--- src/rtl/axi_stride_rd_master_if.sv ---
// AR/R read-channel bundle between the stride traffic master (master side)
// and the prefetcher slave port it drives.
interface axi_stride_rd_master_if #(
    parameter int ADDR_BITS       = 64,
    parameter int BURST_LEN_WIDTH = 8,
    parameter int TID_WIDTH       = 8,
    parameter int DATA_WIDTH      = 64
);
    logic                       m_ar_valid;
    logic                       m_ar_ready;
    logic [ADDR_BITS-1:0]       m_ar_addr;
    logic [BURST_LEN_WIDTH-1:0] m_ar_len;
    logic [TID_WIDTH-1:0]       m_ar_id;
    logic                       m_r_valid;
    logic                       m_r_ready;
    logic [DATA_WIDTH-1:0]      m_r_data;
    logic                       m_r_last;
    logic [TID_WIDTH-1:0]       m_r_id;

    modport master (
        output m_ar_valid, m_ar_addr, m_ar_len, m_ar_id, m_r_ready,
        input  m_ar_ready, m_r_valid, m_r_data, m_r_last, m_r_id
    );

    modport slave (
        input  m_ar_valid, m_ar_addr, m_ar_len, m_ar_id, m_r_ready,
        output m_ar_ready, m_r_valid, m_r_data, m_r_last, m_r_id
    );
endinterface

--- src/rtl/axi_stride_rd_master.sv ---
// Strided AXI read traffic master: issues cfg_num_reqs bursts at base+i*stride,
// retires them on R last, flags protocol errors. STRIDE_RD_MASTER_CHECKSUM_EN adds rd_checksum.
module axi_stride_rd_master #(
    parameter int ADDR_BITS            = 64,
    parameter int BURST_LEN_WIDTH      = 8,
    parameter int TID_WIDTH            = 8,
    parameter int LOG_BLOCK_DATA_BYTES = 3,
    parameter int LOG_MAX_OUTSTANDING  = 2,
    parameter int REQ_CNT_WIDTH        = 16,
    localparam int DATA_WIDTH          = 8 << LOG_BLOCK_DATA_BYTES
) (
    input  logic                       clk,
    input  logic                       rst,
    input  logic                       start,
    input  logic [ADDR_BITS-1:0]       cfg_base,
    input  logic [ADDR_BITS-1:0]       cfg_stride,
    input  logic [REQ_CNT_WIDTH-1:0]   cfg_num_reqs,
    input  logic [BURST_LEN_WIDTH-1:0] cfg_len,
    input  logic [TID_WIDTH-1:0]       cfg_id,
    axi_stride_rd_master_if.master     bus,
`ifdef STRIDE_RD_MASTER_CHECKSUM_EN
    output logic [DATA_WIDTH-1:0]      rd_checksum,
`endif
    output logic                       busy,
    output logic                       done,
    output logic [31:0]                beat_cnt,
    output logic [2:0]                 error_code
);
    localparam int OW = LOG_MAX_OUTSTANDING + 1;
    localparam logic [OW-1:0] MAX_OUT = OW'(1) << LOG_MAX_OUTSTANDING;

    localparam logic [1:0] S_IDLE  = 2'd0;
    localparam logic [1:0] S_ISSUE = 2'd1;
    localparam logic [1:0] S_DRAIN = 2'd2;
    localparam logic [1:0] S_DONE  = 2'd3;

    logic [1:0]                 state_q, state_d;
    logic [ADDR_BITS-1:0]       addr_q, addr_d, stride_q, stride_d;
    logic [REQ_CNT_WIDTH-1:0]   idx_q, idx_d, num_q, num_d;
    logic [BURST_LEN_WIDTH-1:0] len_q, len_d, bcnt_q, bcnt_d;
    logic [TID_WIDTH-1:0]       id_q, id_d;
    logic [OW-1:0]              outst_q, outst_d;
    logic [31:0]                beat_cnt_q, beat_cnt_d;
    logic [2:0]                 err_q, err_d;
    logic                       rdy_q, rdy_d;
    logic                       ar_valid, ar_hs, r_hs, stray, retire, active;

    assign active   = (state_q == S_ISSUE) || (state_q == S_DRAIN);
    assign ar_valid = (state_q == S_ISSUE) && (outst_q < MAX_OUT);
    assign ar_hs    = ar_valid && bus.m_ar_ready;
    assign r_hs     = bus.m_r_valid && rdy_q;
    // Beats with nothing in flight are errors and must not touch the counter.
    assign stray    = r_hs && (!active || outst_q == '0);
    assign retire   = r_hs && bus.m_r_last && !stray;

`ifdef STRIDE_RD_MASTER_CHECKSUM_EN
    logic [DATA_WIDTH-1:0] csum_q, csum_d;
`else
    logic unused_data;
    assign unused_data = ^bus.m_r_data;
`endif

    always_comb begin
        state_d    = state_q;
        addr_d     = addr_q;
        stride_d   = stride_q;
        idx_d      = idx_q;
        num_d      = num_q;
        len_d      = len_q;
        bcnt_d     = bcnt_q;
        id_d       = id_q;
        outst_d    = outst_q;
        beat_cnt_d = beat_cnt_q;
        err_d      = err_q;
        rdy_d      = 1'b1;
`ifdef STRIDE_RD_MASTER_CHECKSUM_EN
        csum_d     = csum_q;
`endif
        if (start && (state_q == S_IDLE || state_q == S_DONE)) begin
            addr_d     = cfg_base;
            stride_d   = cfg_stride;
            num_d      = cfg_num_reqs;
            len_d      = cfg_len;
            id_d       = cfg_id;
            idx_d      = '0;
            bcnt_d     = '0;
            beat_cnt_d = '0;
            err_d      = '0;
`ifdef STRIDE_RD_MASTER_CHECKSUM_EN
            csum_d     = '0;
`endif
            state_d    = (cfg_num_reqs == '0) ? S_DONE : S_ISSUE;
        end
        if (ar_hs) begin
            addr_d = addr_q + stride_q;
            idx_d  = idx_q + REQ_CNT_WIDTH'(1);
            if (idx_q == num_q - REQ_CNT_WIDTH'(1)) state_d = S_DRAIN;
        end
        if (r_hs) begin
            if (beat_cnt_d != '1) beat_cnt_d = beat_cnt_d + 32'd1;
            if (bus.m_r_id != id_q) err_d[0] = 1'b1;
            if (bus.m_r_last != (bcnt_q == len_q)) err_d[1] = 1'b1;
            if (stray) err_d[2] = 1'b1;
            bcnt_d = bus.m_r_last ? '0 : bcnt_q + BURST_LEN_WIDTH'(1);
`ifdef STRIDE_RD_MASTER_CHECKSUM_EN
            csum_d = csum_d ^ bus.m_r_data;
`endif
        end
        case ({ar_hs, retire})
            2'b10:   outst_d = outst_q + OW'(1);
            2'b01:   outst_d = outst_q - OW'(1);
            default: outst_d = outst_q;
        endcase
        if (state_q == S_DRAIN && outst_d == '0) state_d = S_DONE;
    end

    always_ff @(posedge clk) begin
        if (rst) begin
            state_q    <= S_IDLE;
            addr_q     <= '0;
            stride_q   <= '0;
            idx_q      <= '0;
            num_q      <= '0;
            len_q      <= '0;
            bcnt_q     <= '0;
            id_q       <= '0;
            outst_q    <= '0;
            beat_cnt_q <= '0;
            err_q      <= '0;
            rdy_q      <= 1'b0;
`ifdef STRIDE_RD_MASTER_CHECKSUM_EN
            csum_q     <= '0;
`endif
        end else begin
            state_q    <= state_d;
            addr_q     <= addr_d;
            stride_q   <= stride_d;
            idx_q      <= idx_d;
            num_q      <= num_d;
            len_q      <= len_d;
            bcnt_q     <= bcnt_d;
            id_q       <= id_d;
            outst_q    <= outst_d;
            beat_cnt_q <= beat_cnt_d;
            err_q      <= err_d;
            rdy_q      <= rdy_d;
`ifdef STRIDE_RD_MASTER_CHECKSUM_EN
            csum_q     <= csum_d;
`endif
        end
    end

    assign bus.m_ar_valid = ar_valid;
    assign bus.m_ar_addr  = addr_q;
    assign bus.m_ar_len   = len_q;
    assign bus.m_ar_id    = id_q;
    assign bus.m_r_ready  = rdy_q;
    assign busy           = active;
    assign done           = (state_q == S_DONE);
    assign beat_cnt       = beat_cnt_q;
    assign error_code     = err_q;
`ifdef STRIDE_RD_MASTER_CHECKSUM_EN
    assign rd_checksum    = csum_q;
`endif
endmodule

--- src/flat_wrapper.sv ---
// flat-port wrapper written by rule: the top's interface ports become plain ports
module axi_stride_rd_master_flat 
#(
    parameter int ADDR_BITS            = 64,
    parameter int BURST_LEN_WIDTH      = 8,
    parameter int TID_WIDTH            = 8,
    parameter int LOG_BLOCK_DATA_BYTES = 3,
    parameter int LOG_MAX_OUTSTANDING  = 2,
    parameter int REQ_CNT_WIDTH        = 16,
    localparam int DATA_WIDTH          = 8 << LOG_BLOCK_DATA_BYTES
)
  (clk, rst, start, cfg_base, cfg_stride, cfg_num_reqs, cfg_len, cfg_id, busy, done, beat_cnt, error_code, bus_m_ar_valid, bus_m_ar_addr, bus_m_ar_len, bus_m_ar_id, bus_m_r_ready, bus_m_ar_ready, bus_m_r_valid, bus_m_r_data, bus_m_r_last, bus_m_r_id);
  axi_stride_rd_master_if #(.ADDR_BITS(ADDR_BITS), .BURST_LEN_WIDTH(BURST_LEN_WIDTH), .TID_WIDTH(TID_WIDTH), .DATA_WIDTH(64)) bus_i ();
  input  logic clk;
  input  logic rst;
  input  logic start;
  input  logic [ADDR_BITS-1:0] cfg_base;
  input  logic [ADDR_BITS-1:0] cfg_stride;
  input  logic [REQ_CNT_WIDTH-1:0] cfg_num_reqs;
  input  logic [BURST_LEN_WIDTH-1:0] cfg_len;
  input  logic [TID_WIDTH-1:0] cfg_id;
  output logic busy;
  output logic done;
  output logic [31:0] beat_cnt;
  output logic [2:0] error_code;
  output wire logic [$bits(bus_i.m_ar_valid)-1:0] bus_m_ar_valid;
  output wire logic [$bits(bus_i.m_ar_addr)-1:0] bus_m_ar_addr;
  output wire logic [$bits(bus_i.m_ar_len)-1:0] bus_m_ar_len;
  output wire logic [$bits(bus_i.m_ar_id)-1:0] bus_m_ar_id;
  output wire logic [$bits(bus_i.m_r_ready)-1:0] bus_m_r_ready;
  input wire logic [$bits(bus_i.m_ar_ready)-1:0] bus_m_ar_ready;
  input wire logic [$bits(bus_i.m_r_valid)-1:0] bus_m_r_valid;
  input wire logic [$bits(bus_i.m_r_data)-1:0] bus_m_r_data;
  input wire logic [$bits(bus_i.m_r_last)-1:0] bus_m_r_last;
  input wire logic [$bits(bus_i.m_r_id)-1:0] bus_m_r_id;
  assign bus_m_ar_valid = bus_i.m_ar_valid;
  assign bus_m_ar_addr = bus_i.m_ar_addr;
  assign bus_m_ar_len = bus_i.m_ar_len;
  assign bus_m_ar_id = bus_i.m_ar_id;
  assign bus_m_r_ready = bus_i.m_r_ready;
  assign bus_i.m_ar_ready = bus_m_ar_ready;
  assign bus_i.m_r_valid = bus_m_r_valid;
  assign bus_i.m_r_data = bus_m_r_data;
  assign bus_i.m_r_last = bus_m_r_last;
  assign bus_i.m_r_id = bus_m_r_id;
  axi_stride_rd_master #(.ADDR_BITS(ADDR_BITS), .BURST_LEN_WIDTH(BURST_LEN_WIDTH), .TID_WIDTH(TID_WIDTH), .LOG_BLOCK_DATA_BYTES(LOG_BLOCK_DATA_BYTES), .LOG_MAX_OUTSTANDING(LOG_MAX_OUTSTANDING), .REQ_CNT_WIDTH(REQ_CNT_WIDTH)) u_core (.clk(clk), .rst(rst), .start(start), .cfg_base(cfg_base), .cfg_stride(cfg_stride), .cfg_num_reqs(cfg_num_reqs), .cfg_len(cfg_len), .cfg_id(cfg_id), .bus(bus_i), .busy(busy), .done(done), .beat_cnt(beat_cnt), .error_code(error_code));
endmodule
--- config.mk ---
export PLATFORM = sky130hd
export DESIGN_NAME = axi_stride_rd_master_flat
export DESIGN_NICKNAME = d
export VERILOG_FILES = /design/src/rtl/axi_stride_rd_master_if.sv /design/src/rtl/axi_stride_rd_master.sv /design/src/flat_wrapper.sv
export SDC_FILE = /design/constraint.sdc
export NUM_CORES = 1
export LEC_CHECK = 0
export CAP_MARGIN = 20
export CORE_UTILIZATION = 54
export DETAILED_ROUTE_END_ITERATION = 7
export PLACE_DENSITY = 0.95
export SLEW_MARGIN = 20
export SYNTH_ARGS = -nofsm -noshare
export SYNTH_HDL_FRONTEND = slang
export SYNTH_SLANG_ARGS = --single-unit
--- constraint.sdc ---
create_clock -name clk -period 5.3 [get_ports clk]
set_clock_uncertainty 0.1 [all_clocks]
set_input_delay 1.06 -clock clk [delete_from_list [all_inputs] [get_ports clk]]
set_output_delay 1.06 -clock clk [all_outputs]
set_load 0.1 [all_outputs]
==> results of run 1 <==
## cell usage in the layout, fill, tap and decap left out, types with 6 or more instances in the layout
cell type | netlist | layout
inv_1 | 36 | 36
nand3_1 | 48 | 48
mux2i_1 | 19 | 19
buf_4 | 3 | 8
nand4_1 | 41 | 41
o21bai_1 | 12 | 12
xnor2_1 | 67 | 67
o22ai_1 | 16 | 16
or3_1 | 8 | 8
a311oi_1 | 37 | 37
and4_1 | 7 | 7
nand2_1 | 383 | 382
o211ai_1 | 7 | 7
o21ai_1 | 6 | 6
nor2_1 | 145 | 145
nor3_1 | 25 | 25
o21ai_0 | 49 | 49
a21oi_1 | 210 | 210
a211oi_1 | 12 | 12
clkbuf_16 | 0 | 25
dfxtp_1 | 225 | 225
xor2_1 | 59 | 59
o21a_1 | 14 | 14
a31oi_1 | 11 | 11
nor4_1 | 12 | 12
a221oi_1 | 11 | 11
and3_1 | 17 | 17
clkbuf_1 | 81 | 6
clkbuf_8 | 0 | 7
and2_1 | 9 | 9
clkdlybuf4s50_1 | 0 | 291
ha_1 | 71 | 71
a21o_1 | 37 | 37
nor2b_1 | 9 | 9
## layer usage
metal  vias to the layer above  GRT usage
met5                         -          0
li1                       6781          -
met4                         2     0.1557
met2                       657     0.5344
met1                      6661     0.3938
met3                       134    0.04287
## logic make-up (layout without fill, tap and decap cells)
kind of cell / after synthesis / in the layout / synth area share
multiplexers: 20 / 20 / 0.01480
XOR/XNOR: 126 / 126 / 0.08108
other: 0 / 4 / 0
buffers and inverters: 146 / 384 / 0.04229
adder cells (fa/ha/maj): 73 / 73 / 0.06821
flip-flops: 225 / 225 / 0.3309
AO/OA/AOI/OAI: 471 / 471 / 0.2224
AND/OR/NAND/NOR: 731 / 731 / 0.2403
## worst max-delay path: cells and delay by family, from the launching register on
kind	cells	cell delay, ns
buffers and inverters	3	1.28
adder cells (fa/ha/maj)	1	0.41
flip-flops	1	0.39
## layout make-up
cell class	instances	area (µm²)
antenna	4	10.01
clock buffer	38	744.5
clock inverter	8	77.57
fill	1853	7108
inverter	37	138.9
multi-input combinational	1421	8541
sequential	225	4504
tap	324	405.4
timing repair buffer	301	3004
## per-stage QoR
stage / power (mW) / utilization / cell area [µm²] / worst slack (ns) / hold slack (ns)
after global placement: 6.274 / 0.6764 / 16590 / 1.288 / 0.3483
after global routing: 8.551 / 0.7103 / 17430 / 1.360 / 0.3853
after detailed placement: 6.381 / 0.6764 / 16590 / 1.166 / 0.3534
after floorplan: 5.386 / - / 13610 / 1.308 / 0.3400
final: 8.153 / 0.7103 / 17430 / 1.532 / 0.3599
after CTS: 8.132 / 0.7099 / 17420 / 1.530 / 0.3617
## report_power, final
group | switching, mW | internal [mW] | total (mW)
Sequential | 0.268 | 1.99 | 2.26
Clock | 0.706 | 1.02 | 1.72
Combinational | 2.94 | 1.23 | 4.17
Total | 3.92 | 4.24 | 8.15
## flip-flops by register name, summed over array words and instances (netlist names)
signal and count:
u_core.bcnt_q 8, u_core.beat_cnt 32, u_core.bus.m_ar_addr 64, u_core.bus.m_ar_id 8
u_core.bus.m_ar_len 8, u_core.bus.m_r_ready 1, u_core.error_code 3, u_core.idx_q 16
u_core.num_q 16, u_core.outst_q 3, u_core.state_q 2, u_core.stride_q 64
## worst paths after layout
kind                                               from                       end  slack [ns]  cells past startpoint
worst min register to register      u_core.stride_q[18]       u_core.stride_q[18]        0.36                      2
worst min-delay path                u_core.stride_q[18]       u_core.stride_q[18]        0.36                      2
worst max-delay path                  u_core.state_q[0]                      busy        1.53                      4
worst max register to register  u_core.bus.m_ar_addr[0]  u_core.bus.m_ar_addr[44]        1.78                     12
==> impl_metrics.csv, run 1 <==
group,metric,value,unit
layout,area_growth,28.03,%
clock_tree,cts.path.max_buffers,3,
clock_tree,cts_tree,"yes",
clock_tree,cts_setup_buffers,0,
synth,synth_ff_type,"dfxtp_1",
layout,fin_cells,2358,
routing,top_layer_used,"met5",
sta,slew_violations,0,
routing,via_per_inst,6.037,
die,dieArea,25840,µm²
grt,grt_usage,0.3156,
clock_tree,cts.clk_slew.worst_paths,0.06,ns
clock_tree,clkSinkCount,225,
synth,synthDistinctLibCells,82,
synth,ys_seq_area_frac,0.3309,
routing,wl_per_cell,17.73,µm
placement,placed_cells,2308,
routing,drt-total-wl,41800,µm
sta,finalHoldViolations,0,
synth,netlist_instances,1792,
run_status,outcome,"complete, no violations",
worst_setup_path,crit_chain,"inv_1 > ha_1 > inv_1 > clkdlybuf4s50_1",
die,design.core.area,24530,µm²
synth,avgSynthCellArea,7.595,µm²
synth,yosysWarnings,0,
synth,syn_nets,2103,
worst_setup_path,slowest_delay,1.13,ns
sta,min_period,3.768,ns
layout,num-nets-final,2322,
sta,worst_pin_slew,1.083,ns
worst_setup_path,crit_path_max_fanout,6,
routing,vias,14240,
routing,wl_met2,19840,µm
clock_tree,h-tree-depth,1,
grt,grt_pass1_wl,67590,µm
run,max_cap_viol_count,0,
worst_setup_path,worst_path_max_delay_cell,"clkdlybuf4s50_1",
worst_setup_path,crit_type,"flop to output pin",
sta,slew_headroom,0.2758,
worst_setup_path,crit_path_end_kind,"output pin",
die,initial_core_util,0.5548,
synth,synth_common_cells,"nand2_1 (383), dfxtp_1 (225), a21oi_1 (210)",
sta,finalSetupTns,0,ns
synth,yosysMostFrequentCell,"nand2_1",
synth,synth_top_area_share,0.3309,
sta,rsz0062_at_grt,"false",
clock_tree,post_cts_resized,0,
routing,met1_length,17160,µm
routing,drc_errors,0,
clock_tree,cts-root-buf,"clkbuf_16",
synth,async_flop_share,0,
sta,clock.fmax,0.2654,GHz
synth,synth_seq_cells,225,
power,power_density,467.9,nW/µm²
clock_tree,cts_buffers,25,
placement,place_hpwl,30230,µm
hold_path,hp-class,"flop to flop",
synth,synth_area_leader_cell,"dfxtp_1",
power,p_leak,6.720,nW
clock_tree,cts_hold_buf,0,
die,rows,57,
die,io_pins,357,
grt,grt_start_max_net_pins,165,
die,die_h,160.8,µm
clock_tree,worstSkewPairLatency,0.53,ns
routing,drtIter0Drc,1246,
synth,synth_edf_count,0,
worst_setup_path,cp.required,4.14,ns
worst_setup_path,crit_path_frequent_cell,"inv_1",
die,die_w,160.8,µm
placement,port_buffers,292,
grt,grt_pass1_vias,13700,
grt,gr-total-overflow,0,
layout,drive_above_1_share,0.04138,
routing,firstDrtPassIters,5,
grt,antenna_found_initial,5,
routing,wl_met3,2843,µm
synth,synth_area_leaders,"dfxtp_1 (33%), nand2_1 (11%), a21oi_1 (7.7%), ha_1 (6.5%), xnor2_1 (4.3%)",
power,vdd_ir_drop_max,0.3089,mV
placement,place.gp.congestion,0.9516,
sta,setup_viol,0,
worst_setup_path,critPathArrivalTime,2.61,ns
sta,period_share,0.7109,
synth,syn_area,13610,µm²
worst_setup_path,start_kind,"flop",
routing,antenna_left,0,
(Power assumes the default switching activity.)
==> run 2, diff against run 1 <==
--- a/config.mk
+++ b/config.mk
@@ -6,9 +6,9 @@
 export NUM_CORES = 1
 export LEC_CHECK = 0
 export CAP_MARGIN = 20
-export CORE_UTILIZATION = 54
+export CORE_UTILIZATION = 50
 export DETAILED_ROUTE_END_ITERATION = 7
-export PLACE_DENSITY = 0.95
+export PLACE_DENSITY = 0.9
 export SLEW_MARGIN = 20
 export SYNTH_ARGS = -nofsm -noshare
 export SYNTH_HDL_FRONTEND = slang
==> constraint.sdc (replaced) <==
create_clock -name clk -period 3.84 [get_ports clk]
set_clock_uncertainty 0.1 [all_clocks]
set_input_delay 0.768 -clock clk [delete_from_list [all_inputs] [get_ports clk]]
set_output_delay 0.768 -clock clk [all_outputs]
set_load 0.1 [all_outputs]
==> run 2 against run 1 <==
Critical path depth grew 8. Cell count grew 0.76%. Routed wire length shrank 1.6%. Register-to-register slack lost 1.5 ns. Critical endpoint is now u_core.bus.m_ar_addr[54]. Largest power group unchanged.
==> impl_metrics.csv, run 2 (same netlist as run 1, synthesis figures left out) <==
group,metric,value,unit
run_status,outcome,"complete, no violations",
clock_tree,worstSkewPairLatency,0.54,ns
die,initial_core_util,0.5078,
grt,grt_start_max_net_pins,165,
worst_setup_path,critPathArrivalTime,3.87,ns
placement,place.gp.congestion,0.9507,
clock_tree,cts_buffers,25,
worst_setup_path,critical_path.top_delay_family,"compound AO/OA/AOI/OAI gates",
clock_tree,h-tree-depth,1,
power,p_total,11.34,mW
worst_setup_path,reg2reg_slack,0.31,ns
sta,worst_pin_slew,1.101,ns
worst_setup_path,crit_path_max_fanout,5,
run,max_cap_viol_count,0,
routing,vias,14210,
grt,grt_pass1_wl,66760,µm
sta,slew_headroom,0.2660,
clock_tree,cts_setup_buffers,0,
die,rows,60,
clock_tree,cts-root-buf,"clkbuf_16",
layout,drive_above_1_share,0.04727,
routing,drc_errors,0,
worst_setup_path,rr_startpoint,"u_core.bus.m_ar_addr[0]",
routing,drtIter0Drc,1243,
worst_setup_path,slowest_delay,0.43,ns
worst_setup_path,crit_path_end_kind,"flop",
worst_setup_path,worst_path_max_delay_cell,"fa_1",
hold_path,hp-class,"flop to flop",
sta,postLayoutSetupSlackWorst,0.3098,ns
worst_setup_path,cp-startpoint,"u_core.bus.m_ar_addr[0]",
grt,gr-total-overflow,0,
clock_tree,cts_hold_buf,0,
clock_tree,clkSinkCount,225,
power,p_leak,6.741,nW
worst_setup_path,cp.required,4.18,ns
die,dieArea,27890,µm²
sta,rsz0062_at_grt,"false",
sta,min_period,3.530,ns
routing,drt-total-wl,41130,µm
power,power_density,649.4,nW/µm²
worst_setup_path,endpoint,"u_core.bus.m_ar_addr[54]",
placement,port_buffers,292,
worst_setup_path,crit_path_frequent_cell,"o2111a_1",
layout,fin_cells,2376,
die,io_pins,357,
placement,place_hpwl,29880,µm
worst_setup_path,start_kind,"flop",
worst_setup_path,crit_type,"flop to flop",
layout,layout_commonest_cell,"nand2_1",
worst_setup_path,crit_cells,12,
routing,wl_per_cell,17.31,µm
placement,placed_cells,2328,
placement,post-place-ws,0.3830,ns
sta,finalHoldViolations,0,
sta,setup_viol,0,
grt,grt_usage,0.2859,
sta,period_share,0.9193,
worst_setup_path,reg2reg_to,"u_core.bus.m_ar_addr[54]",
routing,via_per_inst,5.981,
clock_tree,cts.clk_slew.worst_paths,0.06,ns
sta,slew_violations,0,
worst_setup_path,reg2reg_depth,12,
grt,antenna_found_initial,4,
layout,nFillCells,2130,
clock_tree,post_cts_resized,0,
routing,firstDrtPassIters,6,
worst_setup_path,path_buf_inv,1,
die,die_w,167.0,µm
routing,antenna_left,0,
die,design.core.area,26800,µm²
worst_setup_path,crit_chain,"ha_1 > inv_1 > fa_1 > nor2b_1 > o2111a_1 > o2111a_1 > o21ai_1 > a211oi_2 > and4bb_4 > nor2_2 > a2111oi_0 > nor4_1",
hold_path,min_from,"u_core.stride_q[19]",
clock_tree,cts_tree,"yes",
die,die_h,167.0,µm
layout,num-nets-final,2325,
layout,area_growth,28.32,%
sta,clock.fmax,0.2833,GHz
grt,grt_pass1_vias,13520,
sta,finalSetupTns,0,ns
layout,final_cell_mix,"nand2_1 (382), clkdlybuf4s50_1 (286), dfxtp_1 (225)",
clock_tree,cts.path.max_buffers,3,
power,vdd_ir_drop_max,0.3929,mV
run 2: cell count changes in the layout (fill, tap and decap cells not counted):
cell	previous run	this run
nor2b_2	0	1
buf_4	8	16
clkdlybuf4s50_1	291	286
clkbuf_1	6	1
clkbuf_8	7	2
clkinvlp_4	2	5
clkinv_4	1	0
bufinv_16	1	3
clkinv_2	3	7
nor2b_1	9	8
run 2: area by class of cell:
type	count	area, µm²	area share
clock inverters	16	171.4	0.009814
well taps	341	426.7	0.02443
diodes	4	10.01	0.0005731
repair buffers	304	3014	0.1726
multi-input cells	1421	8543	0.4891
clock buffers	28	656.9	0.03761
inverters	37	138.9	0.007952
flip-flops and latches	225	4504	0.2579
run 2: worst min-delay path by stage:
| stage | to | slack [ns] | depth (start not counted) |
|---|---|---|---|
| after global placement | u_core.stride_q[18] | 0.35 | 2 |
| after detailed placement | u_core.stride_q[19] | 0.36 | 2 |
| final | u_core.stride_q[19] | 0.36 | 2 |
| after CTS | u_core.stride_q[19] | 0.36 | 2 |
| after global routing | u_core.stride_q[32] | 0.38 | 2 |
| after floorplan | u_core.stride_q[0] | 0.34 | 2 |
run 2: worst min-delay path: stages (launching register included):
cell and delay (ns):
dfxtp_1 0.31, nand2_1 0.05, a21oi_1 0.05
run 2: power by group:
part           total (mW)  leakage [nW]  internal, mW  switching, mW
logic                5.78          4.50          1.70           4.08
registers            3.11          1.84          2.74          0.367
clock network        2.45         0.399          1.43           1.02
run 2: metrics by stage:
stage / instance area, µm² / util / hold WS (ns)
6_report: 17470 / 0.6517 / 0.3621
3_5_place_dp: 16630 / 0.6204 / 0.3556
3_3_place_gp: 16630 / 0.6204 / 0.3491
4_1_cts: 17460 / 0.6513 / 0.3642
2_1_floorplan: 13610 / - / 0.3400
5_1_grt: 17470 / 0.6517 / 0.3795
run 2: routing by layer:
layer	wire length (µm)	part of all wire	track usage
met1	17570	0.43	0.3604
met2	19350	0.47	0.4843
met3	2448	0.060	0.03375
met4	1764	0.043	0.1385
met5	0	0	0
==> run 3, diff against run 2 <==
--- a/config.mk
+++ b/config.mk
@@ -6,9 +6,9 @@
 export NUM_CORES = 1
 export LEC_CHECK = 0
 export CAP_MARGIN = 20
-export CORE_UTILIZATION = 50
+export CORE_UTILIZATION = 40
 export DETAILED_ROUTE_END_ITERATION = 7
-export PLACE_DENSITY = 0.9
+export PLACE_DENSITY = 0.78
 export SLEW_MARGIN = 20
 export SYNTH_ARGS = -nofsm -noshare
 export SYNTH_HDL_FRONTEND = slang
==> constraint.sdc (replaced) <==
create_clock -name clk -period 2.91 [get_ports clk]
set_clock_uncertainty 0.1 [all_clocks]
set_input_delay 0.582 -clock clk [delete_from_list [all_inputs] [get_ports clk]]
set_output_delay 0.582 -clock clk [all_outputs]
set_load 0.1 [all_outputs]
==> run 3 against run 2 <==
The run now ends with negative setup slack left. Worst hold slack got worse by 0.093 ns. Die area increased by 25%. Utilization decreased by 7.7 points. Routed wire length is 8.5% higher. Global-route usage decreased by 4.0 points. Non-clock buffer count increased by 146. First-iteration DRC count shrank 20%. Flip-flop and latch count is the same. Combinational power increased by 48%. Maximum frequency up 21%. Critical path type unchanged. Largest cell class unchanged. Largest power group unchanged.
==> impl_metrics.csv, run 3 (same netlist as run 1, synthesis figures left out) <==
group,metric,value,unit
run_status,outcome,"finished with violations",
run_status,violations,"negative setup slack",
sta,worst_pin_slew,0.6927,ns
hold_path,min_from,"rst",
hold_path,whs_path_depth,2,
placement,place.gp.congestion,0.9162,
power,switchingPower,7.563,mW
layout,layout_commonest_cell,"nand2_1",
clock_tree,cts_buffers,27,
routing,antenna_left,0,
power,switching_share,0.4681,
worst_setup_path,crit_type,"flop to flop",
layout,fin_cells,2634,
routing,drc_errors,0,
layout,final_util,0.5745,
sta,rsz0062_at_grt,"true",
layout,drive_above_1_share,0.2246,
clock_tree,cts.clk_slew.worst_paths,0.06,ns
worst_setup_path,critPathArrivalTime,3.23,ns
power,p_clk_frac,0.207,
grt,grt_start_max_net_pins,125,
layout,num-nets-final,2473,
die,dieArea,34770,µm²
grt,grt_pass1_wl,71210,µm
grt,grt_pass1_vias,14280,
routing,via_per_inst,5.456,
die,die_h,186.5,µm
power,p_total,16.16,mW
placement,place_area,17770,µm²
clock_tree,cts.path.max_buffers,3,
sta,clock.fmax,0.3434,GHz
routing,drtIter0Drc,997,
placement,placed_cells,2568,
routing,drt-total-wl,44640,µm
worst_setup_path,reg2reg_depth,12,
power,power_frac_comb,0.529,
power,pwr-share-seq,0.263,
worst_setup_path,rr_startpoint,"u_core.stride_q[0]",
routing,firstDrtPassIters,5,
sta,setup_viol,1,
clock_tree,cts-root-buf,"clkbuf_16",
worst_setup_path,cp.required,3.23,ns
placement,place_hpwl,32780,µm
power,p_int,8.594,mW
grt,gr-total-overflow,0,
die,design.core.area,33530,µm²
power,vdd_ir_drop_max,0.5789,mV
worst_setup_path,cp-startpoint,"u_core.stride_q[0]",
power,p_leak,7.748,nW
grt,grt_usage,0.2456,
die,rows,67,
layout,nFillCells,3012,
die,initial_core_util,0.4059,
worst_setup_path,worst_path_max_delay_cell,"dfxtp_2",
sta,min_period,2.912,ns
layout,area_growth,41.53,%
sta,holdWs,0.2688,ns
clock_tree,h-tree-depth,1,
worst_setup_path,reg2reg_to,"u_core.bus.m_ar_addr[62]",
grt,antenna_found_initial,11,
sta,finalHoldViolations,0,
worst_setup_path,reg2reg_slack,-0.002,ns
sta,slew_violations,0,
layout,post-route-cell-area,19260,µm²
worst_setup_path,crit_chain,"ha_4 > inv_2 > fa_2 > nor2b_2 > o2111a_2 > o2111a_1 > o21ai_2 > a211oi_2 > and4bb_4 > nor4_4 > o31a_1 > o32ai_2",
routing,vias,14370,
run,max_cap_viol_count,0,
die,die_w,186.5,µm
placement,port_buffers,292,
worst_setup_path,slowest_delay,0.35,ns
clock_tree,cts_hold_buf,0,
hold_path,whs_endpoint,"u_core.bus.m_ar_addr[2]",
die,io_pins,357,
clock_tree,clkSinkCount,225,
worst_setup_path,start_kind,"flop",
power,power_density,838.7,nW/µm²
hold_path,hp-class,"primary input to flop",
clock_tree,worstSkewPairLatency,0.55,ns
sta,slew_headroom,0.5346,
routing,wl_per_cell,16.95,µm
worst_setup_path,crit_path_max_fanout,3,
placement,post-place-ws,-0.1611,ns
layout,final_cell_mix,"nand2_1 (380), buf_4 (270), a21oi_1 (203)",
sta,finalSetupTns,-0.001707,ns
clock_tree,cts_tree,"yes",
sta,postLayoutSetupSlackWorst,-0.001707,ns
sta,period_share,1.001,
worst_setup_path,crit_path_end_kind,"flop",
[run 3: cell count changes in the layout (fill, tap and decap cells not counted), sizes merged, moves of 2 or more]
cell / previous run / this run
buf: 18 / 278
bufinv: 3 / 1
clkbuf: 28 / 39
clkdlybuf4s50: 286 / 172
clkinvlp: 5 / 0
inv: 38 / 40
[run 3: worst max-delay path by stage]
stage                                           to  cells after the start
after floorplan           u_core.bus.m_ar_addr[62]                     10
after global placement    u_core.bus.m_ar_addr[62]                     12
after detailed placement         u_core.state_q[0]                     12
after CTS                 u_core.bus.m_ar_addr[63]                     10
after global routing      u_core.bus.m_ar_addr[63]                     10
final                     u_core.bus.m_ar_addr[62]                     12
[run 3: layout make-up]
type / instances / area (µm²) / share of cell area
Clock inverter: 10 / 95.09 / 0.004936
Multi-Input combinational cell: 1421 / 9120 / 0.4734
Sequential cell: 225 / 4664 / 0.2421
Timing Repair Buffer: 450 / 3882 / 0.2015
Inverter: 37 / 138.9 / 0.007210
Tap cell: 448 / 560.5 / 0.02910
Clock buffer: 39 / 792.0 / 0.04111
Antenna cell: 4 / 10.01 / 0.0005196
[run 3: critical path: cells and delay by family, from the launching register on]
| kind | cells | cell delay (ns) |
|---|---|---|
| buf+inv | 1 | 0.04 |
| flops | 1 | 0.35 |
| fa+ha+maj | 2 | 0.50 |
| compound gates | 6 | 1.10 |
| simple gates | 3 | 0.70 |
[run 3: power by group through the flow]
stage / clock [mW] / sequential (mW) / combinational [mW]
floorplan: 0 / 6.30 / 3.69
global placement: 0 / 4.23 / 8.10
detailed placement: 0 / 4.25 / 8.20
CTS: 3.43 / 4.23 / 8.37
global route: 3.55 / 4.32 / 9.14
finish: 3.35 / 4.25 / 8.55
[run 3: layer usage]
metal	up-vias	GRT usage	wire length (µm)
li1	7090	-	-
met1	6719	0.2963	18730
met4	14	0.06810	1160
met3	87	0.06263	3341
met5	-	0	86
met2	462	0.4297	21320
[run 3: timing repair]
action                     in CTS  in global routing
setup endpoints to repair      13                 36
pin swaps                      17                 31
buffers inserted                6                  8
gates resized for setup        33                 53
